`src/rtl/axis_width_down_pkg.sv`:
```
// Shared types and helpers for the wide-to-narrow AXI-stream serializer.
package axis_width_down_pkg;

  typedef enum logic {
    StIdle,
    StBusy
  } wd_state_e;

  // Beat-index width; RATIO is at least 2, so this is simply clog2.
  function automatic int unsigned idx_bits(input int unsigned ratio);
    return (ratio > 1) ? $clog2(ratio) : 1;
  endfunction

endpackage

```
`src/rtl/axis_width_down.sv`:
```
// AXI-stream serializer: one DATA_BITS*RATIO-bit word in, RATIO DATA_BITS-bit beats out,
// one beat per clock with no bubble between back-to-back words.
module axis_width_down
  import axis_width_down_pkg::*;
#(
  parameter int unsigned DATA_BITS = 8,
  parameter int unsigned RATIO     = 4,
  parameter bit          LSB_FIRST = 1'b1
) (
  input  logic                       axi_clk,
  input  logic                       axi_reset,
  input  logic                       s_axi_tvalid,
  output logic                       s_axi_tready,
  input  logic [DATA_BITS*RATIO-1:0] s_axi_tdata,
  output logic                       m_axi_tvalid,
  input  logic                       m_axi_tready,
  output logic [DATA_BITS-1:0]       m_axi_tdata,
  output logic                       m_axi_tlast
);

  localparam int unsigned     IdxW    = idx_bits(RATIO);
  localparam logic [IdxW-1:0] LastIdx = IdxW'(RATIO - 1);

  wd_state_e                          state_q, state_d;
  logic [RATIO-1:0][DATA_BITS-1:0]    hold_q, hold_d;
  logic [IdxW-1:0]                    idx_q, idx_d;
  logic [IdxW-1:0]                    sel;
  logic                               busy, last;
  logic                               s_fire, m_fire;

  always_ff @(posedge axi_clk) begin
    if (axi_reset) begin
      state_q <= StIdle;
      idx_q   <= '0;
      hold_q  <= '0;
    end else begin
      state_q <= state_d;
      idx_q   <= idx_d;
      hold_q  <= hold_d;
    end
  end

  always_comb begin
    s_fire  = s_axi_tvalid && s_axi_tready;
    m_fire  = busy && m_axi_tready;
    state_d = state_q;
    idx_d   = idx_q;
    hold_d  = hold_q;
    // A load can only coincide with a beat transfer on the last beat, so it takes priority.
    if (s_fire) begin
      hold_d  = s_axi_tdata;
      idx_d   = '0;
      state_d = StBusy;
    end else if (m_fire) begin
      if (last) begin
        state_d = StIdle;
        idx_d   = '0;
      end else begin
        idx_d = idx_q + 1'b1;
      end
    end
  end

  always_comb begin
    busy         = (state_q == StBusy);
    last         = busy && (idx_q == LastIdx);
    sel          = LSB_FIRST ? idx_q : (LastIdx - idx_q);
    m_axi_tvalid = busy;
    m_axi_tlast  = last;
    m_axi_tdata  = busy ? hold_q[sel] : '0;
    // Deliberate combinational m_axi_tready -> s_axi_tready path for zero-bubble reload.
    s_axi_tready = !axi_reset && (!busy || (last && m_axi_tready));
  end

endmodule

```
`config.mk`:
```
export PLATFORM = sky130hd
export DESIGN_NAME = axis_width_down
export DESIGN_NICKNAME = d
export VERILOG_FILES = /design/src/rtl/axis_width_down_pkg.sv /design/src/rtl/axis_width_down.sv
export SDC_FILE = /design/constraint.sdc
export NUM_CORES = 1
export LEC_CHECK = 0
export CAP_MARGIN = 5
export CELL_PAD_IN_SITES_DETAIL_PLACEMENT = 1
export CELL_PAD_IN_SITES_GLOBAL_PLACEMENT = 1
export CORE_ASPECT_RATIO = 0.5
export CORE_MARGIN = 3
export CORE_UTILIZATION = 33
export DETAILED_ROUTE_END_ITERATION = 8
export HOLD_SLACK_MARGIN = 0.03
export PLACE_DENSITY = 0.82
export SETUP_SLACK_MARGIN = 0.05
export SLEW_MARGIN = 20
export SYNTH_ARGS = -nofsm -noshare
export SYNTH_HDL_FRONTEND = slang
export SYNTH_SLANG_ARGS = --single-unit
```
`constraint.sdc`:
```
create_clock -name axi_clk -period 1.4 [get_ports axi_clk]
set_input_delay 0.21 -clock axi_clk [delete_from_list [all_inputs] [get_ports axi_clk]]
set_output_delay 0.21 -clock axi_clk [all_outputs]
set_load 0.01 [all_outputs]
```
==> results by group, run 1 <==
Logic synthesis
  – Synthesis Warnings: 0
  – Sequential fraction of the synthesis area: 41.5%
  – Synth unique cells: 19
  – Area leader, netlist: dfxtp_1
  – Mux contribution to synthesized area: 32.6%
  – Top FF cell, synth: dfxtp_1
  – Top-count cell post-synth: dfxtp_1
  – Synth Area in XOR/XNOR: 0%
  – Mapped Cells: around 140
  – Asr flop ratio synth: 0%
  – Synth Area per Inst: roughly 12 um2
  – Synth top area cells: dfxtp_1 (41%), mux2_2 (21%), mux4_2 (11%), and2b_1 (8.0%), nor2b_1 (5.2%)
  – Synth Area in Compound Gates: 0.963%
  – Synth Area in Simple Gates: between 20% and 30%
  – Largest family of logic cells by synthesized area: multiplexers
  – Syn nets: approximately 180
  – Flop and latch count out of synthesis: 35
  – Post-Syn Area: ~1700 um2
  – Commonest cells post-synth: dfxtp_1 (35), mux2_2 (32), and2b_1 (18), nor2b_1 (14), and2_1 (9)
  – Adder-Cell Fraction of Synth Area: less than 1%
  – EDFF count, synth: 0
  – Top-area cell type share of the netlist area: between 40 and 50%

Finish
  – N_diodes: 0
  – Filler cells: around 450
  – Net count reported at finish: 248
  – Layout Utilization: between 50% and 60%
  – Layout cells sized above 1: 48.1%
  – P&R area growth vs syn: 63.9%

CTS
  – Clk slew on worst S/H paths: ~0.08 ns
  – Hold_buf cts: 0
  – Clock tree buffer depth: 2
  – Root Driver: clkbuf_8
  – Skew-Pair Late Insertion Delay: 0.29 ns
  – H-tree depth: 2
  – CTS sink count: 35
  – Clock buffers created by TritonCTS: 5
  – TritonCTS clock tree: built

Place
  – Dpl ws: -0.447 ns
  – RePlAce Congestion: between 0.6 and 0.7
  – IO Port Bufs: 46
  – Post-detail-place hpwl: ~3000 um

Min path
  – Hold crit path type: input port to flip-flop
  – Hold Crit Depth: 2

Timing
  – Final Hold Viols: 0
  – Max Slew Vio Count: 0
  – Post-layout min period: between 1.5 and 2 ns
  – Slew @ Worst Pin: between 0.2 and 0.3 ns
  – Tcrit/Tclk final: 131%
  – Endpoints failing setup: 45
  – Max Fclk: 545 MHz
  – Max_slew headroom: around 82%
  – RSZ-0062 raised after global routing: yes
  – Final Worst Setup Slack: -0.435 ns
  – Final Skew: ~0.011 ns
  – TNS Setup: -17.61 ns

Global routing
  – Vias in the first global route: 1536
  – First-pass GRT wire length: between 8000 and 9000 um
  – Overflow after GRT: 0
  – Antenna violations before repair: 0
  – Pin count of the biggest net entering global routing: 26
  – Total track usage: 18.5%

Floorplan
  – Die width: roughly 110 um
  – Starting Density: 36.3%
  – Die ar.: between 6000 and 7000 um2
  – Placement row count: 17
  – Core Box Area: between 4000 and 5000 um2
  – Die height: 56.6 um
  – IO Count: 47

Routing
  – ANT nets after route: 0
  – Via count: about 1400
  – Drt pass-1 iters: 4
  – # DRC: 0
  – Avg Vias per Cell: around 4.9
  – Initial DRC count: 35
  – Routed wire length: around 6400 um
  – DR WL/cell: 23.0 um

Status
  – Failing checks: setup timing
  – Status: complete, but fails checks

Worst setup path
  – Worst EP required: around 1.6 ns
  – Worst setup EP type: flip-flop
  – R2R Setup Slk: -0.44 ns
  – CP Data Arrival Time: ~2.0 ns
  – Critical path class: flip-flop to flip-flop
  – Worst Setup Start Kind: flip-flop
  – Worst R2R Path Depth: 8
  – Worst Path Max Fanout: 8

Power and ir drop
  – Pwr dens: roughly 860 nW/um2
  – Maximum vdd ir drop: around 0.53 mV
  – Lkg Pwr: between 1 and 1.5 nW
  – Pwr Total: 2.37 mW

Flow run
  – Max Cap Violations: 0
==> where the power goes <==
group | leakage (nW) | switching, mW | internal (mW)
Clock | 0.0371 | 0.372 | 0.333
Sequential | 0.289 | 0.0422 | 1.07
Combinational | 0.885 | 0.191 | 0.364
==> path summary, 6_finish.rpt <==
kind	from	to
hold reg to reg	hold_q[22]	hold_q[22]
setup / recovery	idx_q[0]	hold_q[25]
setup reg to reg	idx_q[0]	hold_q[25]
hold / removal	s_axi_tdata[27]	hold_q[27]
==> what timing repair did <==
| item | in CTS | in global routing |
|---|---|---|
| endpoints found under the setup margin | 45 | 45 |
| resized for setup | 88 | 14 |
| pin swaps | 13 | 2 |
| buffers inserted | 8 | 4 |
| gates cloned | 2 | 3 |
==> registers in the layout, indices dropped and copies added (netlist names) <==
name / flops
idx_q: 2
hold_q: 32
m_axi_tvalid: 1
==> layer usage <==
| metal | global-route usage [%] | routed length (um) | up-vias |
|---|---|---|---|
| li1 | - | - | 622 |
| met1 | 22.8 | 2740 | 685 |
| met2 | 32.4 | 3240 | 39 |
| met3 | 4.02 | 220 | 12 |
| met4 | 5.83 | 157 | 0 |
| met5 | 0 | 0 | - |
==> per-stage QoR <==
step                      std cells  hold slack (ns)  instance area [um2]
after global routing            276            0.535                 2770
after CTS                       270            0.527                 2610
after global placement          254            0.566                 2310
final                           276            0.535                 2770
after detailed placement        254            0.584                 2310
after floorplan                 139            0.331                 1710
==> final cells by class <==
cell class	instances	area, um2	share of cell area [%]
Clock buffer	6	72.6	2.62
Sequential cell	35	703	25.4
Multi-Input combinational cell	94	1100	39.9
Timing Repair Buffer	75	806	29.1
Tap cell	66	82.6	2.98
==> cells in the final DEF, fill, tap and decap left out, types with 3 or more instances in the layout <==
cell type,synthesis,routed
clkdlybuf4s50_1,0,35
buf_6,3,11
mux2_4,0,32
buf_4,0,15
buf_2,1,5
clkbuf_8,1,5
clkbuf_16,0,3
mux4_2,8,8
and2_1,9,4
nor2b_1,14,14
dfxtp_1,35,33
and2_4,0,5
and2b_1,18,18
==> worst max-delay path: stages, from the launching register on <==
cell,delay [ns]
dfxtp_2,0.36
buf_8,0.14
buf_6,0.11
ha_4,0.14
a21boi_4,0.06
nor3b_4,0.25
buf_6,0.18
buf_16,0.15
mux2_4,0.31
==> kinds of logic after synthesis <==
family / count (synthesis)
fa+ha+maj: 1
compound gates: 2
simple gates: 50
buf+inv: 10
mux: 41
flops: 35
Power figures use the tool's default switching activity.
==> run 2: changes to the inputs <==
--- a/config.mk
+++ b/config.mk
@@ -15,7 +15,6 @@
 export HOLD_SLACK_MARGIN = 0.03
 export PLACE_DENSITY = 0.82
 export SETUP_SLACK_MARGIN = 0.05
-export SLEW_MARGIN = 20
 export SYNTH_ARGS = -nofsm -noshare
 export SYNTH_HDL_FRONTEND = slang
 export SYNTH_SLANG_ARGS = --single-unit
==> constraint.sdc (replaced) <==
create_clock -name axi_clk -period 1.4 [get_ports axi_clk]
set_input_delay 0.21 -clock axi_clk [delete_from_list [all_inputs] [get_ports axi_clk]]
set_output_delay 0.21 -clock axi_clk [all_outputs]
set_load 0.02 [all_outputs]
==> run 2 against run 1 <==
  * Wire length down 10%
  * Sequential cell count unchanged
  * Fmax is 1.7% lower
  * Cell count shrank 1.4%
  * Setup slack got worse by 0.032 ns
  * Largest cell class unchanged
  * Global-route usage shrank 2.1 points
  * The flow still finishes with violations (setup timing)
  * Sequential power hardly changed
  * Combinational power decreased by 4.0%
  * Largest power group unchanged
==> results by group, run 2 (same netlist as run 1, synthesis figures left out) <==
Timing
  – Endpoints failing setup: 44
  – Post-layout min period: between 1.5 and 2 ns
  – Slew @ Worst Pin: about 0.34 ns
  – Max Fclk: 536 MHz
  – Final Worst Setup Slack: -0.467 ns
  – Final Hold Viols: 0
  – RSZ-0062 raised after global routing: yes
  – Tcrit/Tclk final: 133%
  – Max_slew headroom: between 70% and 80%
  – Max Slew Vio Count: 0
  – Final Skew: between 0.007 and 0.008 ns

Worst setup path
  – Crit-path most repeated cell: buf_6
  – Worst Setup Start Kind: flip-flop
  – Worst setup EP type: flip-flop
  – Worst EP required: around 1.6 ns
  – Worst-path cell chain: buf_6, buf_6, ha_4, a21boi_4, nor3b_4, buf_6, clkbuf_16, mux2_2
  – Slowest stage delay, CP: 0.35 ns
  – CP Data Arrival Time: 2.05 ns
  – Worst Path Max Fanout: 8
  – Critical path class: flip-flop to flip-flop
  – Slowest-stage cell, CP: dfxtp_2

Place
  – Post-detail-place hpwl: approximately 3200 um
  – Post-DP Area: between 2000 and 2500 um2
  – IO Port Bufs: 46
  – RePlAce Congestion: between 0.7 and 0.8

Power and ir drop
  – Flop pwr share: 42.9%
  – Clock Power Share: roughly 36%
  – Internal Power: about 1.9 mW
  – Net Sw Power: around 0.64 mW
  – Pwr Total: roughly 2.6 mW
  – Pwr dens: approximately 950 nW/um2
  – Switching Fraction: 24.7%
  – Lkg Pwr: between 1 and 1.5 nW
  – Logic pwr share: 20.7%
  – Maximum vdd ir drop: about 0.52 mV

Global routing
  – Antenna violations before repair: 0
  – Pin count of the biggest net entering global routing: 23
  – First-pass GRT wire length: between 7000 and 8000 um
  – Vias in the first global route: roughly 1500
  – Overflow after GRT: 0
  – Total track usage: between 10% and 20%

Routing
  – Drt pass-1 iters: 4
  – Via count: approximately 1300
  – Initial DRC count: 55
  – Routed wire length: around 5700 um
  – ANT nets after route: 0
  – # DRC: 0
  – Avg Vias per Cell: around 4.9
  – DR WL/cell: roughly 21 um

Finish
  – Net count reported at finish: roughly 240
  – Layout cells sized above 1: around half
  – Max reg flops: 32
  – P&R area growth vs syn: 61.5%
  – Commonest non-fill, non-tap cell in the layout: clkdlybuf4s50_1
  – Biggest register: hold_q
  – Most frequent cells in the layout: clkdlybuf4s50_1 (35), dfxtp_1 (32), mux2_4 (25)
  – Final Cell Area: roughly 2700 um2
  – Filler cells: slightly below 500
  – N_diodes: 0

Flow run
  – Max Cap Violations: 0

Floorplan
  – Die ar.: just over 6000 um2
  – Die width: roughly 110 um
  – Die height: about 57 um
  – IO Count: 47
  – Placement row count: 17
  – Core Box Area: roughly 4700 um2
  – Starting Density: 36.3%

CTS
  – Clock buffers created by TritonCTS: 5
  – CTS sink count: 35
  – Root Driver: clkbuf_8
  – TritonCTS clock tree: built
  – Clock tree buffer depth: 2
  – Skew-Pair Late Insertion Delay: 0.29 ns
  – Clk slew on worst S/H paths: approximately 0.080 ns
  – H-tree depth: 2

Status
  – Status: complete, but fails checks
  – Failing checks: setup timing

Min path
  – Hold crit path type: input port to flip-flop
run 2: cell count changes in the layout (fill, tap and decap cells not counted), sizes merged:
cell           before  now
dlygate4sd2         1    0
buf                36   30
clkbuf              9    8
bufinv              0    1
clkinv              0    2
clkdlybuf4s15       0    1
run 2: path summary, 6_finish.rpt:
path / start / to / slack (ns) / cells after the start
max: idx_q[0] / hold_q[27] / -0.47 / 8
min: s_axi_tdata[16] / hold_q[16] / 0.52 / 2
max reg2reg: idx_q[0] / hold_q[27] / -0.47 / 8
min reg2reg: hold_q[12] / hold_q[12] / 0.61 / 2
run 2: power by group through the flow:
stage                     logic [mW]  clock network [mW]  registers, mW
after floorplan                0.223                   0           1.11
after global placement         0.387                   0           1.12
after detailed placement       0.401                   0           1.13
after CTS                      0.437               0.945           1.10
after global routing           0.563               0.996           1.11
final                          0.533               0.940           1.11
run 2: worst max-delay path: cells and delay by family, from the launching register on:
family	cells	cell delay, ns
multiplexers	1	0.33
adder cells (fa/ha/maj)	1	0.15
AO/OA/AOI/OAI	1	0.07
AND/OR/NAND/NOR	1	0.23
flip-flops	1	0.35
buffers and inverters	4	0.61
run 2: layer usage:
metal	up-vias	part of all wire, %	track usage, %
met1	679	44	19.6
met3	12	3.6	3.79
li1	606	-	-
met5	-	0	0
met2	46	50	28.4
met4	0	2.3	7.10
run 2: area by class of cell:
cell class                 count  area (um2)  area share (%)
multi-input combinational     94        1070            39.4
clock buffer                   5        68.8            2.52
clock inverter                 3        43.8            1.61
sequential                    35         707            25.9
timing repair buffer          69         752            27.6
tap                           66        82.6            3.03
run 2: per-stage QoR:
step           hold WS [ns]  std cells  setup WS, ns  util [%]  TNS [ns]
2_1_floorplan         0.331        139        -0.128         -     -3.96
5_1_grt               0.518        272        -0.535      58.6    -20.17
3_5_place_dp          0.576        256        -0.490      49.6    -17.59
4_1_cts               0.518        267        -0.392      54.0    -15.89
3_3_place_gp          0.568        256        -0.466      49.6    -16.48
6_report              0.522        272        -0.467      58.6    -17.28
run 2: what timing repair did:
action | 4_1_cts | 5_1_grt
gates resized for setup | 76 | 32
pin swaps | 10 | 2
gates cloned | 1 | 3
buffers inserted | 2 | 2
endpoints found under the setup margin | 45 | 45
hold buffers | 0 | 0
==> run 3: changes to the inputs <==
--- a/config.mk
+++ b/config.mk
@@ -14,6 +14,7 @@
 export DETAILED_ROUTE_END_ITERATION = 8
 export HOLD_SLACK_MARGIN = 0.03
 export PLACE_DENSITY = 0.82
+export REMOVE_ABC_BUFFERS = 1
 export SETUP_SLACK_MARGIN = 0.05
 export SYNTH_ARGS = -nofsm -noshare
 export SYNTH_HDL_FRONTEND = slang
==> run 3 against run 2 <==
  * Fmax increased by 1.9%
  * The flow still finishes with violations (setup timing)
  * Highest routed layer unchanged
  * Largest power group unchanged
  * First-iteration DRC count is 16% lower
  * Clock-buffer cell count increased by 1
  * Setup slack better by 0.034 ns
  * Critical path type is now flip-flop to primary output
  * Die area unchanged
  * Clock skew grew 0.00068 ns
  * Worst hold slack better by 0.0055 ns
  * Cell area shrank 0.92%
  * Largest cell class unchanged
  * Critical path depth down 4
  * Sequential power hardly changed
==> results by group, run 3 (same netlist as run 1, synthesis figures left out) <==
Status
  – Status: complete, but fails checks
  – Failing checks: setup timing

Place
  – RePlAce Congestion: between 0.7 and 0.8
  – Dpl ws: -0.520 ns
  – Placed Cells: around 260
  – Post-detail-place hpwl: 3030 um
  – IO Port Bufs: 46

Worst setup path
  – CP Data Arrival Time: 1.62 ns
  – R2R Path Start: idx_q[0]
  – Slowest stage delay, CP: 0.50 ns
  – Worst-path cell chain: buf_12, mux4_2, and2_4, buf_6
  – Setup crit start: idx_q[0]
  – Worst Path Max Fanout: 8
  – Critical path class: flip-flop to primary output
  – Slowest-stage cell, CP: mux4_2
  – Worst EP required: ~1.2 ns
  – Worst setup EP type: primary output
  – Worst Setup Start Kind: flip-flop

CTS
  – Clock tree buffer depth: 2
  – CTS sink count: 35
  – H-tree depth: 2
  – Clk slew on worst S/H paths: ~0.07 ns
  – Hold_buf cts: 0
  – Root Driver: clkbuf_8
  – TritonCTS clock tree: built
  – Skew-Pair Late Insertion Delay: slightly below 0.3 ns
  – Clock buffers created by TritonCTS: 5

Finish
  – Commonest non-fill, non-tap cell in the layout: clkdlybuf4s50_1
  – Fin cells: 270
  – Filler cells: 456
  – Max reg flops: 32
  – Most frequent cells in the layout: clkdlybuf4s50_1 (35), dfxtp_1 (34), mux2_4 (32)
  – Layout Utilization: between 50% and 60%
  – Layout cells sized above 1: between 40 and 50%
  – Net count reported at finish: 241
  – P&R area growth vs syn: 60.0%
  – N_diodes: 0
  – Biggest register: hold_q

Routing
  – # DRC: 0
  – Initial DRC count: 46
  – Via count: between 1000 and 1500
  – DR WL/cell: about 22 um
  – Routed wire length: approximately 5900 um
  – Drt pass-1 iters: 4
  – ANT nets after route: 0
  – Avg Vias per Cell: approximately 4.8

Global routing
  – Pin count of the biggest net entering global routing: 30
  – Vias in the first global route: 1473
  – Total track usage: between 10% and 20%
  – Overflow after GRT: 0
  – First-pass GRT wire length: 8420 um
  – Antenna violations before repair: 0

Timing
  – TNS Setup: -15.88 ns
  – RSZ-0062 raised after global routing: yes
  – Final Worst Setup Slack: -0.433 ns
  – Slew @ Worst Pin: 0.352 ns
  – Max Slew Vio Count: 0
  – Final Skew: between 0.008 and 0.009 ns
  – Max_slew headroom: around 77%
  – Worst-case hold slack: around 0.53 ns
  – Max Fclk: between 500 and 600 MHz
  – Final Hold Viols: 0
  – Post-layout min period: approximately 1.8 ns
  – Endpoints failing setup: 44
  – Tcrit/Tclk final: 131%

Floorplan
  – Die ar.: slightly above 6000 um2
  – IO Count: between 40 and 50
  – Die height: 56.6 um
  – Die width: ~110 um
  – Core Box Area: 4660 um2
  – Starting Density: between 30% and 40%
  – Placement row count: 17

Flow run
  – Max Cap Violations: 0

Min path
  – Launch point of the worst hold path: s_axi_tdata[18]
  – Hold crit path type: input port to flip-flop

Power and ir drop
  – Pwr dens: roughly 900 nW/um2
  – Maximum vdd ir drop: 0.437 mV
  – Lkg Pwr: about 1.2 nW
## run 3: layer usage
metal	track usage [%]	vias up	share of wire, %
li1	-	608	-
met1	23.6	659	48
met2	31.6	22	48
met3	3.90	9	2.6
met4	4.01	0	1.3
met5	0	-	0
## run 3: power by group
group	total, mW	internal, mW	switching (mW)
sequential	1.11	1.07	0.0459
clock	0.763	0.386	0.377
combinational	0.531	0.346	0.185
## run 3: cell type report
type | instances | area (um2) | area share (%)
Clock inverter | 1 | 5.00 | 0.185
Clock buffer | 6 | 82.6 | 3.06
Sequential cell | 35 | 704 | 26.1
Tap cell | 66 | 82.6 | 3.06
Timing Repair Buffer | 68 | 726 | 26.9
Multi-Input combinational cell | 94 | 1100 | 40.8
## run 3: critical path: cells and delay by family (launching register included)
kind / cells / cell delay [ns]
and+or+nand+nor: 1 / 0.16
DFF: 1 / 0.39
buffers and inverters: 2 / 0.27
muxes: 1 / 0.50
## run 3: per-stage QoR
stage          cell area (um2)  total power, mW
5_1_grt                   2700             2.50
6_report                  2700             2.41
4_1_cts                   2640             2.36
3_3_place_gp              2280             1.50
3_5_place_dp              2280             1.52
2_1_floorplan             1620             1.30
## run 3: worst paths after layout
kind,to,slack (ns),cells after the start
max,m_axi_tdata[5],-0.43,4
min,hold_q[18],0.53,2
max reg2reg,hold_q[11],-0.39,7
min reg2reg,hold_q[1],0.60,2
## run 3: timing repair
action,CTS,global route
cloned,2,1
resized for setup,119,13
setup endpoints to repair,45,45
pin swaps,10,4
buffers inserted,5,1
